==> src/rtl/logic_48_pkg.sv <==
// Shared constants for the logic_48 bitwise unit: function encodings and default width.
package logic_48_pkg;

  localparam int unsigned LOGIC_48_WIDTH = 48;

  // Function-select encodings for LOGIC_OP
  localparam int unsigned OP_AND  = 0;
  localparam int unsigned OP_OR   = 1;
  localparam int unsigned OP_XOR  = 2;
  localparam int unsigned OP_XNOR = 3;
  localparam int unsigned OP_NAND = 4;
  localparam int unsigned OP_NOR  = 5;
  localparam int unsigned OP_ANDN = 6;  // A AND NOT B
  localparam int unsigned OP_ORN  = 7;  // A OR NOT B
  localparam int unsigned OP_MAX  = 7;

endpackage

==> src/rtl/logic_48_func.sv <==
// Purely combinational WIDTH-bit bitwise function, selected at elaboration by LOGIC_OP.
module logic_48_func
  import logic_48_pkg::*;
#(
  parameter int unsigned WIDTH    = LOGIC_48_WIDTH,
  parameter int unsigned LOGIC_OP = OP_XOR
) (
  input  logic [WIDTH-1:0] a,
  input  logic [WIDTH-1:0] b,
  output logic [WIDTH-1:0] y
);

  // Bitwise function; LOGIC_OP is constant so only one arm survives synthesis
  always_comb begin
    y = '0;
    case (LOGIC_OP)
      OP_AND:  y = a & b;
      OP_OR:   y = a | b;
      OP_XOR:  y = a ^ b;
      OP_XNOR: y = ~(a ^ b);
      OP_NAND: y = ~(a & b);
      OP_NOR:  y = ~(a | b);
      OP_ANDN: y = a & ~b;
      OP_ORN:  y = a | ~b;
      default: y = '0;
    endcase
  end

endmodule

==> src/rtl/logic_48.sv <==
// Two-stage registered 48-bit bitwise logic unit (DSP48E logic-mode style):
// registered A/B, combinational function, registered result.
module logic_48
  import logic_48_pkg::*;
#(
  parameter int unsigned WIDTH    = LOGIC_48_WIDTH,
  parameter int unsigned LOGIC_OP = OP_XOR
) (
  input  logic             CLK,
  input  logic             RST,
  input  logic [WIDTH-1:0] AIN,
  input  logic [WIDTH-1:0] BIN,
  output logic [WIDTH-1:0] LOGIC_OUT
);

  // Reject illegal configurations at elaboration
  if (WIDTH < 1 || WIDTH > LOGIC_48_WIDTH) begin : g_bad_width
    $fatal(1, "logic_48: WIDTH must be in 1..48");
  end
  if (LOGIC_OP > OP_MAX) begin : g_bad_op
    $fatal(1, "logic_48: LOGIC_OP must be in 0..7");
  end

  logic [WIDTH-1:0] a_q;
  logic [WIDTH-1:0] b_q;
  logic [WIDTH-1:0] f_res;

  // Stage 1: capture operands every cycle; reset flushes in-flight data
  always_ff @(posedge CLK) begin
    if (RST) begin
      a_q <= '0;
      b_q <= '0;
    end else begin
      a_q <= AIN;
      b_q <= BIN;
    end
  end

  logic_48_func #(
    .WIDTH    (WIDTH),
    .LOGIC_OP (LOGIC_OP)
  ) u_func (
    .a (a_q),
    .b (b_q),
    .y (f_res)
  );

  // Stage 2: register result; reset forces 0 even for inverting functions
  always_ff @(posedge CLK) begin
    if (RST) begin
      LOGIC_OUT <= '0;
    end else begin
      LOGIC_OUT <= f_res;
    end
  end

endmodule

==> config.mk <==
export PLATFORM = sky130hd
export DESIGN_NAME = logic_48
export DESIGN_NICKNAME = d
export VERILOG_FILES = /design/src/rtl/logic_48_pkg.sv /design/src/rtl/logic_48_func.sv /design/src/rtl/logic_48.sv
export SDC_FILE = /design/constraint.sdc
export NUM_CORES = 1
export LEC_CHECK = 0
export BUFFER_PORTS_ARGS = -buffer_cell sky130_fd_sc_hd__buf_4
export CORE_UTILIZATION = 52
export DETAILED_ROUTE_END_ITERATION = 8
export PLACE_DENSITY_LB_ADDON = 0.1
export SETUP_SLACK_MARGIN = 0.15
export SLEW_MARGIN = 25
export SYNTH_ARGS = -nofsm -noshare
export SYNTH_HDL_FRONTEND = slang
export SYNTH_SLANG_ARGS = --single-unit
==> constraint.sdc <==
create_clock -name CLK -period 1.7 [get_ports CLK]
set_clock_uncertainty 0.1 [all_clocks]
set_input_delay 0.34 -clock CLK [delete_from_list [all_inputs] [get_ports CLK]]
set_output_delay 0.34 -clock CLK [all_outputs]
set_load 0.01 [all_outputs]
==> results.md <==
* Startpoint Class: flip-flop
* Antenna fix cells at 0
* Worst setup slack before clock tree synthesis at 0.506 ns
* CTS Buffer Depth at 2
* Top-area cell type share of the netlist area at 0.679
* Starting Density at 0.544
* Post-layout net count at around 700
* Hold violation count in the final report at 0
* Relative max-transition margin at 0.775
* Number of design-rule violations left by the first detailed-router iteration at 58
* Post-route clock period utilization at 0.836
* Power per standard cell area at ~1200 nW/um2
* Highest Clock Rate at roughly 0.7 GHz
* # DRC at 0
* Worst-path fanout max at 1
* Post-synthesis average cell area at ~12 um2
* Number of buffers inserted during clock tree synthesis at 17
* Leading cell type by number of instances after synthesis: sky130_fd_sc_hd__dfxtp_1
* Max Cap Violations at 0
* Antenna violations before repair at 0
* Final instance count without filler cells at 715
* Clock input transition at the sequential cells of the worst setup and hold paths at 0.06 ns
* Peak supply drop at 0.745 mV
* Post-synthesis cell type with the largest combined area: sky130_fd_sc_hd__dfxtp_1
* Post-route cell area at ~7000 um2
* Resized Gates After CTS at 0
* Global route total overflow at 0
* CP Cell Sequence: buf_4
* Tightest Pin Transition at between 0.3 and 0.4 ns
* Critical Setup Path Class: reg -> out
* Number of flip-flops and latches in the synthesized netlist at 144
* Post-CTS setup buffer count at 0
* Utilization of the core after routing at 0.894
* Sequential-to-total area share from yosys stat at 0.679
* Syn Std Cell Area at 4240 um2
* Number of buffers inserted by port buffering at 145
* Die outline area at 8530 um2
* EDFF count, synth at 0
* Cell area reported after detailed placement at ~5400 um2
* Max-slew violation count at 0
* Commonest cells in the netlist: 144 x sky130_fd_sc_hd__dfxtp_1, 84 x sky130_fd_sc_hd__nor2b_1, 48 x sky130_fd_sc_hd__nor2_1, 48 x sky130_fd_sc_hd__xnor2_1, 12 x sky130_fd_sc_hd__nor2b_2
* Final Worst Setup Slack at roughly 0.28 ns
* DP Wirelength at 4710 um
* Post-route antenna net violation count at 0
* Clock Root Buffer: sky130_fd_sc_hd__clkbuf_8
* Max H-tree Level at 4
* Main flop type after synthesis: sky130_fd_sc_hd__dfxtp_1
* Path category of the worst min-delay check: in -> reg
* Global-route wire length before repair at ~16,000 um
* Kind of cell adding the most delay to the critical path: flip-flops
* Synthesized net count at 450
* Maximum number of pins on one net before global-route repair at 38
* Delay of the slowest cell on the worst path at 0.35 ns
* Reported leakage power at 3.02 nW
* Total wirelength of the detailed-routed design at 9830 um
* Data arrival time of the worst path at 0.98 ns
* Status: completed
* RD Place Congestion at approximately 0.67
* WL/cell at roughly 14 um
* Fraction of final layout cells with drive strength greater than 1 at 0.310
* Type of element capturing the critical path: output port
* Drt first pass iters at 5
* Ports at about 150
* Std-Cell Core Area at just under 8000 um2
* Number of vias per cell at 4.36
* Worst-skew pair later-pin latency at 0.50 ns
* Yosys warning total at 0
* Die H at about 90 um
* Total via count after detailed routing at slightly above 3,000
* Gr usage total at 0.247
* Post-synthesis instance total at about 350
* Final setup violating endpoints at 0
* Critical path's slowest cell: sky130_fd_sc_hd__dfxtp_1
* Final period demand of the worst path at between 1 and 1.5 ns
* Number of unique standard cell types used by synthesis at 7
* Setup total negative slack at 0 ns
* Top cells by area, synth: sky130_fd_sc_hd__dfxtp_1 68%, sky130_fd_sc_hd__nor2b_1 12%, sky130_fd_sc_hd__xnor2_1 9.9%
* Post-CTS Hold Buffers at 96
* Number of sinks on the clock net at approximately 140
* Worst Path Buf+Inv at 1
* Crit path required time at 1.26 ns
* Post-synth ARST share at 0
* Total instance count after detailed placement at around 590
* Floorplan row count at 32
* Number of global-route vias before repair at ~3,400
* RSZ-0062 raised after global routing: no
* TritonCTS clock tree: yes
* Horiz. Die Dim at just over 90 um
* Final-layout fill cell count at a little over 300
* Layout-stage area growth over the synthesis result at 64.5%
==> metal layers <==
metal / vias to the layer above / share of wire / global-route usage
met1: 1440 / 0.37 / 0.239
met5: - / 0 / 0
met3: 18 / 0.048 / 0.0624
met2: 105 / 0.57 / 0.486
li1: 1554 / - / -
met4: 0 / 0.016 / 0.107
==> where the power goes <==
part	leakage [nW]	internal [W]	switching (W)	total [W]
combinational	1.54	0.000547	0.000290	0.000836
sequential	1.20	0.00358	0.0000839	0.00367
clock	0.282	0.00239	0.00137	0.00377
==> worst register-to-register path: cells and delay by family (launching register included) <==
family / cells / cell delay [ns]
simple gates: 1 / 0.09
flops: 1 / 0.31
xor+xnor: 1 / 0.20
==> logic make-up (layout without fill, tap and decap cells) <==
| logic type | count (synthesis) | after routing | share of synthesized area |
|---|---|---|---|
| flip-flops | 144 | 144 | 0.679 |
| AND/OR/NAND/NOR | 144 | 144 | 0.191 |
| XOR/XNOR | 48 | 48 | 0.0991 |
| buffers and inverters | 16 | 277 | 0.0307 |
==> through the flow <==
| stage | total power (W) | hold WS, ns |
|---|---|---|
| final | 0.00827 | 0.118 |
| after global routing | 0.00856 | 0.124 |
| after CTS | 0.00827 | 0.101 |
| after detailed placement | 0.00436 | 0.366 |
| after global placement | 0.00433 | 0.354 |
| after floorplan | 0.00403 | 0.354 |
==> path summary, 6_finish.rpt <==
kind	start	to	slack (ns)	depth (start not counted)
setup / recovery	LOGIC_OUT[26]	LOGIC_OUT[26]	0.28	1
hold / removal	RST	LOGIC_OUT[23]	0.12	2
setup reg to reg	b_q[9]	LOGIC_OUT[9]	0.87	2
hold reg to reg	a_q[32]	LOGIC_OUT[32]	0.37	2
==> flip-flops by register name, indices dropped and copies added, names as in the netlist <==
register   cells
a_q           48
b_q           48
LOGIC_OUT     48
==> layout by cell type (no fill, tap or decap), drive strengths merged <==
cell type and instances:
xnor2 48, dfxtp 144, buf 149, bufinv 4, inv 1, clkinvlp 4
clkinv 3, nor2 48, clkbuf 20, dlygate4sd3 96, nor2b 96
==> cell type report <==
| class | count | area (um2) | share of cell area |
|---|---|---|---|
| Clock buffer | 20 | 425 | 0.0609 |
| Clock inverter | 12 | 185 | 0.0265 |
| Multi-Input combinational cell | 192 | 1230 | 0.176 |
| Sequential cell | 144 | 2880 | 0.413 |
| Tap cell | 102 | 128 | 0.0183 |
| Timing Repair Buffer | 245 | 2130 | 0.305 |
(Power assumes the default switching activity.)
